File: config.mk
export PLATFORM = sky130hd
export DESIGN_NAME = bcd_time_counter
export DESIGN_NICKNAME = d
export VERILOG_FILES = /design/src/rtl/bcd_time_counter_pkg.sv /design/src/rtl/bcd_time_counter_mod.sv /design/src/rtl/bcd_time_counter.sv
export SDC_FILE = /design/constraint.sdc
export NUM_CORES = 1
export LEC_CHECK = 0
export CORE_MARGIN = 2
export CORE_UTILIZATION = 55
export CTS_BUF_LIST = sky130_fd_sc_hd__clkbuf_8
export DETAILED_ROUTE_END_ITERATION = 10
export PLACE_DENSITY = 0.84
export SYNTH_ARGS = -nofsm -noshare
export SYNTH_HDL_FRONTEND = slang
export SYNTH_HIERARCHICAL = 1
export SYNTH_SLANG_ARGS = --single-unit
File: constraint.sdc
create_clock -name clk -period 3.6 [get_ports clk]
set_clock_uncertainty 0.05 [all_clocks]
set_input_delay 0.36 -clock clk [delete_from_list [all_inputs] [get_ports clk]]
set_output_delay 0.36 -clock clk [all_outputs]
set_load 0.005 [all_outputs]
File: src/rtl/bcd_time_counter_pkg.sv
// Shared constants for the HH:MM:SS BCD time counter: field selects,
// field limits and the blank-bit index of each display digit.
package bcd_time_counter_pkg;

    typedef enum logic [1:0] {
        FIELD_SEC  = 2'd0,
        FIELD_MIN  = 2'd1,
        FIELD_HR   = 2'd2,
        FIELD_NONE = 2'd3
    } field_t;

    localparam int SEC_LIMIT = 59;
    localparam int MIN_LIMIT = 59;
    localparam int HR_LIMIT  = 23;

    localparam int DIG_SEC_U = 0;
    localparam int DIG_SEC_T = 1;
    localparam int DIG_MIN_U = 2;
    localparam int DIG_MIN_T = 3;
    localparam int DIG_HR_U  = 4;
    localparam int DIG_HR_T  = 5;

    // Blank mask covering both digits of the given field; FIELD_NONE blanks nothing.
    function automatic logic [5:0] field_mask(input logic [1:0] field);
        logic [5:0] mask;
        mask = '0;
        case (field)
            FIELD_SEC: begin
                mask[DIG_SEC_U] = 1'b1;
                mask[DIG_SEC_T] = 1'b1;
            end
            FIELD_MIN: begin
                mask[DIG_MIN_U] = 1'b1;
                mask[DIG_MIN_T] = 1'b1;
            end
            FIELD_HR: begin
                mask[DIG_HR_U] = 1'b1;
                mask[DIG_HR_T] = 1'b1;
            end
            default: mask = '0;
        endcase
        return mask;
    endfunction

endpackage

File: src/rtl/bcd_time_counter_mod.sv
// Two-digit packed-BCD counter that wraps LIMIT -> 00; carry flags the wrap.
module bcd_mod_counter #(
    parameter int LIMIT = 59
) (
    input  logic       clk,
    input  logic       reset_n,
    input  logic       en,
    input  logic       clr,
    output logic [7:0] value,
    output logic       carry
);

    localparam logic [7:0] LIMIT_BCD = {4'(LIMIT / 10), 4'(LIMIT % 10)};

    always_ff @(posedge clk or negedge reset_n) begin
        if (!reset_n) begin
            value <= 8'h00;
        end else if (clr) begin
            value <= 8'h00;
        end else if (en) begin
            if (value == LIMIT_BCD) begin
                value <= 8'h00;
            end else if (value[3:0] == 4'd9) begin
                value <= {value[7:4] + 4'd1, 4'd0};
            end else begin
                value <= {value[7:4], value[3:0] + 4'd1};
            end
        end
    end

    assign carry = en && (value == LIMIT_BCD);

endmodule

File: src/rtl/bcd_time_counter.sv
// 24-hour HH:MM:SS BCD clock with tick prescaler, set mode and blinking
// of the field being set; feeds the six-digit seven-segment bank.
module bcd_time_counter
    import bcd_time_counter_pkg::*;
#(
    parameter int CLK_HZ  = 50000000,
    parameter int TICK_HZ = 1
) (
    input  logic        clk,
    input  logic        reset_n,
    input  logic        run,
    input  logic [1:0]  sel,
    input  logic        inc,
    input  logic        clr,
    output logic [23:0] bcd,
    output logic [5:0]  blank,
    output logic        tick
);

    localparam int P     = CLK_HZ / TICK_HZ;
    localparam int CNT_W = $clog2(P);
    localparam logic [CNT_W-1:0] LAST = CNT_W'(P - 1);
    localparam logic [CNT_W-1:0] HALF = CNT_W'(P / 2);

    logic [CNT_W-1:0] count;
    logic [CNT_W-1:0] count_next;
    logic             run_q;
    logic             run_rise;
    logic             sec_en, min_en, hr_en;
    logic             sec_carry, min_carry;
    logic [7:0]       sec_val, min_val, hr_val;

    assign run_rise = run && !run_q;

    // Restarting the prescaler on a run edge makes the first tick land P cycles later.
    always_comb begin
        count_next = count + 1'b1;
        if (clr || run_rise || count == LAST) begin
            count_next = '0;
        end
    end

    // tick is computed from the next count so it is high exactly while count == P-1.
    always_ff @(posedge clk or negedge reset_n) begin
        if (!reset_n) begin
            count <= '0;
            tick  <= 1'b0;
            run_q <= 1'b0;
            blank <= '0;
        end else begin
            count <= count_next;
            tick  <= (count_next == LAST);
            run_q <= run;
            blank <= (!run && count >= HALF) ? field_mask(sel) : 6'b000000;
        end
    end

    // Run mode chains carries; set mode bumps only the selected field.
    always_comb begin
        sec_en = 1'b0;
        min_en = 1'b0;
        hr_en  = 1'b0;
        if (run) begin
            sec_en = tick;
            min_en = sec_carry;
            hr_en  = min_carry;
        end else if (inc) begin
            sec_en = (sel == FIELD_SEC);
            min_en = (sel == FIELD_MIN);
            hr_en  = (sel == FIELD_HR);
        end
    end

    bcd_mod_counter #(.LIMIT(SEC_LIMIT)) u_sec (
        .clk     (clk),
        .reset_n (reset_n),
        .en      (sec_en),
        .clr     (clr),
        .value   (sec_val),
        .carry   (sec_carry)
    );

    bcd_mod_counter #(.LIMIT(MIN_LIMIT)) u_min (
        .clk     (clk),
        .reset_n (reset_n),
        .en      (min_en),
        .clr     (clr),
        .value   (min_val),
        .carry   (min_carry)
    );

    bcd_mod_counter #(.LIMIT(HR_LIMIT)) u_hr (
        .clk     (clk),
        .reset_n (reset_n),
        .en      (hr_en),
        .clr     (clr),
        .value   (hr_val),
        .carry   ()
    );

    assign bcd = {hr_val, min_val, sec_val};

endmodule

; ---- Yosys cells after proc, flatten, opt, wreduce, memory -nomap -nowiden
; Index checks and enable logic that the tools add are counted.
[word_totals]
reg_bits = 58
[classes]
eq_ne = 10
n_mux = 23
reduce_logical = 18
addsub = 7
n_lt_le_gt_ge = 1
[op_table]
columns = cell, count
row1 = $mux W8, 12
row2 = $eq A26 B26 Y1 const B, 2
row3 = $add A26 B1 Y26 const B, 1
row4 = $ge A26 B25 Y1 const B, 1
row5 = $mux W26, 1
row6 = $add A4 B1 Y4 const B, 6
row7 = $eq A8 B7 Y1 const B, 2
row8 = $eq A4 B4 Y1 const B, 3
row9 = $reduce_bool A3 Y1, 3
row10 = $eq A8 B6 Y1 const B, 1
row11 = $mux W1, 6
row12 = $mux W2, 3
row13 = $mux W6, 1
row14 = $reduce_and A2 Y1, 3
row15 = $reduce_bool A2 Y1, 3
row16 = $logic_and A1 B1 Y1, 4
row17 = $eq A2 B1 Y1 const B, 1
row18 = $eq A2 B2 Y1 const B, 1
row19 = $logic_not A1 Y1, 2
row20 = $logic_not A2 Y1, 1
row21 = $logic_or A1 B1 Y1, 2

; ---- Depth between registers and ports, before layout
[logic_depth]
depth_word = 9
mapped_depth = 15

; ---- Hierarchy
; Netlist, hierarchy kept.
[by_module_without_submodules]
columns = mod, area_per_inst_um2, n_inst, cells_per_inst, seq_area_each_um2
row1 = bcd_time_counter, 1911.8, 1, 208, 775.7
row2 = bcd_mod_counter at u_min ..., 486.7, 2, 50, 200.2
row3 = bcd_mod_counter at u_hr, 518.0, 1, 57, 200.2

; ---- Worst setup path before layout
; Ideal clock, no wire load.
[synth_timing]
path_kind = input-to-reg
start = input port run
end = register u_hr.value[7]
path_slack_ns = 0.596
setup_ns = 0.078
n_path_buf = 2
cell_stages = 14
required_time_ns = 3.472
arrival_time_ns = 2.876
cell_sequence = clkbuf_1 o21ai_0 nand4b_2 nor2_1 nand2_1 o21ai_0 nand4b_2 nor2_1 nand2_1 o21ai_0 clkbuf_2 nand4b_1 or3_1 a21oi_1
[synth_via]
elab_chain_cells = 7
[synth_lines]
columns = item, line
row1 = from (decl), bcd_time_counter.sv:11  ; input logic run,
row2 = $mux W1, bcd_time_counter.sv:63  ; if (run) begin
row3 = named net sec_en, bcd_time_counter.sv:29  ; logic sec_en, min_en, hr_en;
row4 = $logic_and A1 B1 Y1, bcd_time_counter_mod.sv:31  ; assign carry = en && (value == LIMIT_BCD);
row5 = named net sec_carry, bcd_time_counter.sv:30  ; logic sec_carry, min_carry;
row6 = $mux W1, bcd_time_counter.sv:63
row7 = named net min_en, bcd_time_counter.sv:29
row8 = $logic_and A1 B1 Y1, bcd_time_counter_mod.sv:31
row9 = named net min_carry, bcd_time_counter.sv:30
row10 = $mux W1, bcd_time_counter.sv:63
row11 = named net hr_en, bcd_time_counter.sv:29
row12 = $reduce_bool A2 Y1 (no source line), --
row13 = $reduce_and A2 Y1 (no source line), --
row14 = to (signal assigned), bcd_time_counter_mod.sv:24  ; value <= {value[7:4] + 4'd1, 4'd0};
row15 = to (signal assigned), bcd_time_counter_mod.sv:26  ; value <= {value[7:4], value[3:0] + 4'd1};
row16 = to (decl), bcd_time_counter_mod.sv:9  ; output logic [7:0] value,
; The timed path passes the listed nets, and every way through them passes these cells.
; A chain may end at the register's enable or synchronous reset.

; ---- Final worst setup path
; Ends and elaborated chain as after synthesis.

==> impl_summary.txt <==
----------------------------------------------------
[Timing]
  Unrepaired setup endpoints after global routing ... no
  Max Transition Viols Final ... 0
  Post-layout min period ... 2.89 ns
  Setup TNS ... 0 ns
  Worst-case hold slack ... -0.0127 ns
  Final count of hold timing violations ... 22
  Worst Setup Slack, final ... 0.708 ns
  Timing-limited maximum frequency ... 0.346 GHz
  Slew at the pin closest to its max-slew limit ... 0.721 ns
  Final setup vio count ... 0
  Relative slew slack ... 51.9%
  Share of the clock period used by the worst path after layout ... 80.3%

[Placed design]
  Post-placement cell count ... 465
  Port bufs ... 37
  Detailed placer's ending HPWL ... 5.16 mm
  Post-placement setup slack ... 0.414 ns
  Final Wtd Congestion ... 0.925

[Finish]
  Final core utilization ... 65.4%
  Combined area of the multi-input logic cells ... 1850 sq um
  Final cell count without fillers ... 473
  Share of layout cells above drive strength 1 ... 9.05%
  Number of diodes ... 0
  Layout overhead on the synthesized area ... 14.6%
  Combined flip-flop and latch cell area ... 1380 sq um
  Filler Cell Count ... 489
  Final nets ... 418

[Floorplanning]
  Die height ... 82.6 um
  Num rows ... 28
  Placeable core region ... 5960 sq um
  Die W ... 82.6 um
  Initial core utilization ... 57.1%
  I/O pin total ... 38
  Overall die area ... 6820 sq um

[Routing]
  Detail-routed net length per standard cell ... 14.8 um
  Vias per cell ... 5.95
  Final routed DRC violation total ... 0
  Number of nets still failing antenna checks after routing ... 0
  First DRT Iteration DRCs ... 181
  WL final ... 6.99 mm
  Drt pass-1 iters ... 4
  Overall via count from detail_route ... 2814

[Critical path]
  Element type at the critical path start ... primary input
  Kind of end point of the critical path ... flop
  Reg2reg start ... u_sec/value[1]
  Signal arrival time at the worst endpoint ... 3.09 ns
  Critical Setup Path Class ... primary input to flop
  Setup crit start ... run
  WP data required ... 3.79 ns
  Maximum fanout encountered on the critical timing path ... 11

[Synth]
  Cells after synthesis ... 364
  Average size of a mapped cell ... 9.34 sq um
  Post-synth design cell area ... 3400 sq um
  Yosys warning count ... 6
  Post-Synthesis Net Count ... 385

[GRT]
  Overall overflow remaining after global route ... 0
  Wire length of the first global-routing pass ... 11.9 mm
  Met2 global-route usage ... 39.0%
  Layer carrying the most global-route usage ... met2
  Met1 track demand over resource ... 28.7%
  Number of global-route vias before repair ... 2635
  Maximum number of pins on one net before global-route repair ... 32
  Antenna violations before repair ... 0
  Global routing met3 resource utilization ... 3.80%
  GRT Util Overall ... 22.3%

[Status]
  Result of the run ... finished, violations left
  Violations in the final reports ... negative hold slack

[Clock network]
  CTS tree ... yes
  Clock slew at the register clock pins of the worst setup and hold paths ... 0.10 ns
  Clock root buffer ... sky130_fd_sc_hd__clkbuf_8
  Post-CTS setup buffer count ... 0
  CTS H-Tree Depth ... 2
  Sinks on the clock net ... 55
  Worst-Skew Late Latency ... 0.31 ns
  Number of buffers created by CTS ... 5
  Maximum number of buffers from clock root to sink ... 2
  Number of cells upsized or downsized after cts ... 0
  Hold Buf Count CTS ... 0

[Min path]
  Worst min-delay path category ... primary input to asynchronous set/reset pin

[Power and ir drop]
  Total power per unit cell area ... 270 nW/um^2
  Static Leak ... 1.58 nW
  Highest ir drop seen on vdd ... 0.176 mV

[Run]
  Number of maximum-capacitance violations ... 0

----------------------------------------------------
[flip-flops by register name (all words and copies together), names as in the netlist]
| name | cells |
|---|---|
| tick | 1 |
| u_min/value | 8 |
| count | 26 |
| blank | 3 |
| run_q | 1 |
| u_sec/value | 8 |
| u_hr/value | 8 |
[power by group]
part           switching (mW)  internal (mW)  leakage, nW
sequential            0.00916          0.623        0.764
clock                   0.213          0.140       0.0408
combinational          0.0416         0.0242        0.778
total                   0.264          0.786         1.58
[worst max-delay path, cell delays in order]
cell,delay [ns]
sky130_fd_sc_hd__clkdlybuf4s50_1,0.59
sky130_fd_sc_hd__o21ai_0,0.36
sky130_fd_sc_hd__nand4b_2,0.19
sky130_fd_sc_hd__nor2_1,0.13
sky130_fd_sc_hd__nand2_1,0.05
sky130_fd_sc_hd__o21ai_0,0.15
sky130_fd_sc_hd__nand4b_2,0.18
sky130_fd_sc_hd__nor2_1,0.13
sky130_fd_sc_hd__nand2_1,0.06
sky130_fd_sc_hd__o21ai_0,0.15
sky130_fd_sc_hd__nand4b_1,0.20
sky130_fd_sc_hd__or3_1,0.38
sky130_fd_sc_hd__a21oi_1,0.15
[through the flow]
stage / cell area (sq um) / power [mW]
3_3_place_gp: 3800 / 0.708
3_5_place_dp: 3800 / 0.711
5_1_grt: 3890 / 1.10
4_1_cts: 3890 / 1.06
6_report: 3890 / 1.05
2_1_floorplan: 3400 / 0.672
[area by class of cell]
cell class | instances | share of cell area, %
Multi-Input combinational cell | 274 | 47.6
Tap cell | 75 | 2.41
Clock inverter | 3 | 0.610
Inverter | 18 | 1.73
Clock buffer | 5 | 1.77
Timing Repair Buffer | 43 | 10.5
Sequential cell | 55 | 35.3
[per-layer routing]
| layer | part of all wire [%] | wire [um] | vias to the layer above |
|---|---|---|---|
| met5 | 0 | 0 | - |
| met4 | 1.5 | 108 | 0 |
| met3 | 5.0 | 350 | 14 |
| met2 | 49 | 3410 | 78 |
| met1 | 45 | 3120 | 1355 |
| li1 | - | - | 1367 |
[cell usage in the layout, fill, tap and decap left out, drive strengths merged, types with 3 or more instances in the layout]
cell type / count
dfrtp: 55
nor2: 37
clkdlybuf4s50: 36
nand2: 30
nand3: 20
inv: 19
o21ai: 19
a21oi: 17
ha: 14
xnor2: 13
nand3b: 13
xor2: 10
nor3: 8
nor2b: 7
nor4: 7
buf: 7
nand4: 7
nand2b: 6
clkbuf: 5
o31ai: 5
and3: 5
and4b: 5
nand4b: 5
a211oi: 4
or3: 4
o22ai: 3
o211ai: 3
and4: 3
[path summary, 6_finish.rpt]
kind | to | slack [ns] | depth (start not counted)
max in group asynchronous | count[8] | 2.71 | 2
min in group clk | count[0] | 0.53 | 1
worst max-delay path | u_hr/value[7] | 0.71 | 13
worst max register to register | u_hr/value[7] | 0.94 | 13
worst min register to register | count[0] | 0.53 | 1
worst min-delay path | u_sec/value[7] | -0.01 | 1
No activity file was read; power rests on OpenSTA's default activity.
==> RTL change 1, RTL diff (same settings) <==
The parameter `CLK_HZ` goes from 50000000 to 100000000.
--- a/src/rtl/bcd_time_counter.sv
+++ b/src/rtl/bcd_time_counter.sv
@@ -5,3 +5,3 @@
 #(
-    parameter int CLK_HZ  = 50000000,
+    parameter int CLK_HZ  = 100000000,
     parameter int TICK_HZ = 1
Function: no difference found for any inputs over 10 cycles, from zero or initial values and one cycle with reset_n low; that may be too few to reach the edited logic, so the function may still have changed.
==> RTL change 1 against the original RTL <==
Setup slack lost 240 ps; sequential share of layout area grew 2.1 points; clock power grew 14%; total power grew 5.5%; critical path type unchanged; routed wire length shrank 5.0%; register-to-register slack lost 220 ps; area after synthesis shrank 4.9%; first-iteration DRC count grew 13%; sequential cell count grew 1; core utilization grew 1.8 points; design area shrank 3.9%; die area shrank 4.7%; synthesized cell count shrank 5.8%.
==> RTL change 1: results (changes against the original RTL) <==
[logic_synthesis]
synth_nets = 364  ; -5.5%
yosys_warnings = 6  ; unchanged
syn_inst = 343  ; -5.8%

[hold_path]
hp-class = in2async

[finish]
drive_above_1_share_pct = 5.84  ; -3.2 points
postLayoutCellArea_mm2 = 0.00374  ; -3.9%
largest_reg_flops = 27  ; +3.8%
layout.nets = 397  ; -5.0%
top_register = count

[placed_design]
port_buffers = 37  ; unchanged
placed_area_mm2 = 0.00364  ; -4.4%
dp_slack_ps = 204  ; -210 ps
dpl.hpwl_mm = 4.75  ; -8.0%
gp_congestion = 0.912  ; -1.4%
dpl.cell_count = 441  ; -5.2%

[pwr]
vdd_drop_max_v = 0.000262  ; +49%
clk-power_uw = 402  ; +14%
swShare_pct = 22.2  ; -2.9 points
powerComb_uw = 64.7  ; -2%
p_leak_uw = 0.00153  ; -3.3%
p_int_uw = 862  ; +9.6%

[global_route]
grtUsageMet2_pct = 35.7  ; -3.4 points
grtUsageMet3_pct = 3.48  ; -0.32 points
grt_pass1_wl_mm = 11.4  ; -4.2%
grt_pass1_vias = 2462  ; -6.6%
grt_use_total_pct = 22.3  ; -0.038 points
grtUsageMet1_pct = 31.2  ; +2.5 points
grt_start_max_net_pins = 38  ; +19%

[routing]
wl_per_cell_um = 14.8  ; about the same
drt_iter0_drc = 205  ; +13%
drt_pass1_iterations = 4  ; unchanged
vias = 2638  ; -6.3%
drt_wl_total_mm = 6.64  ; -5.0%

[cts]
post-cts-setup-buffers = 0  ; unchanged
clk_pin_slew_ps = 100  ; about the same
cts_root_buf = clkbuf_8
clk_latency_ps = 320
cts.repair.resized = 0  ; unchanged
cts_buffer_depth = 2  ; unchanged

[critical_path]
path_max_fanout = 9  ; -2
cp_top_family = simple AND/OR/NAND/NOR gates
slowest_delay_ps = 490  ; -100 ps

[outcome]
status = finished clean

[timing]
maxSlewHeadroom_pct = 47.2  ; -4.8 points

RTL change 1: cell type report:
class	instances	area, um^2
clock buffers	5	68.8
flip-flops and latches	56	1400
well taps	72	90.1
clock inverters	3	38.8
multi-input cells	253	1670
fillers	448	1830
repair buffers	43	410
inverters	17	63.8
RTL change 1: worst paths after layout:
| kind | start | end | slack [ps] | depth (start not counted) |
|---|---|---|---|---|
| max | sel[1] | u_hr/value[7] | 470 | 15 |
| min | reset_n | u_min/value[0] | 60 | 1 |
| max reg2reg | u_sec/value[1] | u_hr/value[7] | 720 | 13 |
| min reg2reg | count[0] | count[0] | 460 | 1 |
| max in group asynchronous | reset_n | count[25] | 2650 | 2 |
| min in group clk | count[0] | count[0] | 460 | 1 |
RTL change 1: metal layers:
layer | up-vias | share of wire (%)
met4 | 0 | 1.4
met3 | 11 | 5.1
met2 | 85 | 48
met5 | - | 0
met1 | 1254 | 46
li1 | 1288 | -
==> RTL change 2, RTL diff (config.mk and constraints unchanged) <==
Made on the original files. Make the reset (`reset_n`) synchronous in 2 clocked blocks.
--- a/src/rtl/bcd_time_counter_mod.sv
+++ b/src/rtl/bcd_time_counter_mod.sv
@@ -14,3 +14,3 @@
 
-    always_ff @(posedge clk or negedge reset_n) begin
+    always_ff @(posedge clk) begin
         if (!reset_n) begin
--- a/src/rtl/bcd_time_counter.sv
+++ b/src/rtl/bcd_time_counter.sv
@@ -43,3 +43,3 @@
     // tick is computed from the next count so it is high exactly while count == P-1.
-    always_ff @(posedge clk or negedge reset_n) begin
+    always_ff @(posedge clk) begin
         if (!reset_n) begin
Check against the original RTL: differs if reset_n is asserted again (counterexample within 4 cycles, from zero or initial values and one cycle with reset_n low); with reset_n held inactive, the same outputs for 10 cycles.
==> RTL change 2 against the original RTL <==
Design area decreased by 7.8%; area after synthesis decreased by 9.9%; combinational power decreased by 43%; routed wire length decreased by 8.9%; critical path type unchanged; fmax decreased by 8.3%; total power decreased by 3.5%; sequential cell count unchanged; setup slack got worse by 260 ps; register-to-register slack got worse by 140 ps.
==> RTL change 2: results (changes against the original RTL) <==
[logic_synthesis]
synth_nets = 375  ; -2.6%
yosys_warnings = 6  ; unchanged

[cts]
htree_num_levels = 2  ; unchanged
cts_root_buf = clkbuf_8
clk_latency_ps = 310  ; about the same
cts_buffers = 5  ; unchanged
cts_buffer_depth = 2  ; unchanged
clk_pin_slew_ps = 90
post-cts-setup-buffers = 0  ; unchanged
cts.repair.resized = 0  ; unchanged

[critical_path]
crit_slowest_cell = clkdlybuf4s50_1
cp_top_family = simple AND/OR/NAND/NOR gates
slowest_delay_ps = 500  ; -90 ps
path_max_fanout = 7  ; -4

[timing]
worst_pin_slew_ps = 472  ; -249 ps
slew_violations = 0  ; unchanged

[finish]
drive_above_1_share_pct = 7.65  ; -1.4 points
insertedDiodeCount = 0  ; unchanged
layout.nets = 408  ; -2.4%
largest_reg_flops = 26  ; unchanged
top_register = count

[global_route]
grt_start_max_net_pins = 26  ; -19%
grtUsageMet1_pct = 27.9  ; -0.85 points
grt_pass1_vias = 2395  ; -9.1%
grtUsageMet3_pct = 4.60  ; +0.79 points
grt_antenna_before_repair = 0  ; unchanged
grt_use_total_pct = 21.6  ; -0.80 points
grtUsageMet2_pct = 35.8  ; -3.2 points
grt_pass1_wl_mm = 10.8  ; -8.9%

[routing]
wl_per_cell_um = 13.7  ; -7.1%
drt_iter0_drc = 148  ; -18%
vias = 2653  ; -5.7%
drt_pass1_iterations = 4  ; unchanged

[placed_design]
port_buffers = 37  ; unchanged
dp_slack_ps = 144  ; -270 ps
dpl.hpwl_mm = 4.63  ; -10%
gp_congestion = 0.904  ; -2.3%
placed_area_mm2 = 0.00349  ; -8.2%

[hold_path]
hp-class = reg2reg

[outcome]
status = finished clean

[pwr]
p_leak_uw = 0.00125  ; -21%
p_int_uw = 798  ; +1.5%
vdd_drop_max_v = 0.000221  ; +26%

[RTL change 2: worst reg2reg max path, stage by stage, from the launching register on]
cell and delay, ps:
dfxtp_1 430, ha_1 210, and3b_1 230, and3_1 170, nand2_1 50, o21ai_0 90, and4b_2 300, and3_1 160
nand2_1 50, o21ai_0 130, nand4b_1 280, or3_1 430, a21oi_1 160
[RTL change 2: metal layers]
layer,up-vias,share of wire (%)
met3,9,4.1
li1,1346,-
met4,0,1.4
met2,58,48
met1,1240,46
met5,-,0
[RTL change 2: path summary, 6_finish.rpt]
path | startpoint | endpoint | slack [ps] | depth (start not counted)
worst min-delay path | count[0] | count[0] | 450 | 1
worst max-delay path | sel[1] | u_hr/value[7] | 450 | 13
worst max register to register | u_sec/value[4] | u_hr/value[7] | 800 | 12
worst min register to register | count[0] | count[0] | 450 | 1
[RTL change 2: final cells by class]
cell class	instances	area, um^2
Inverter	18	67.6
Clock buffer	7	96.3
Multi-Input combinational cell	269	1820
Tap cell	72	90.1
Timing Repair Buffer	42	408
Sequential cell	55	1100
Fill cell	458	1850
Clock inverter	1	3.75
[RTL change 2: power groups by stage]
stage / clock, uW / sequential (uW) / combinational [uW]
final: 364 / 612 / 37.6
after global routing: 395 / 613 / 42.0
after CTS: 377 / 612 / 37.3
after detailed placement: 0 / 626 / 37.3
after global placement: 0 / 626 / 36.4
after floorplan: 0 / 626 / 19.6
[RTL change 2: through the flow]
stage | hold slack (ps) | instances | util (%)
finish | 448 | 464 | 66.0
detailed placement | 429 | 456 | 64.2
CTS | 451 | 464 | 66.0
floorplan | 386 | 358 | -
global placement | 420 | 456 | 64.2
global route | 472 | 464 | 66.0
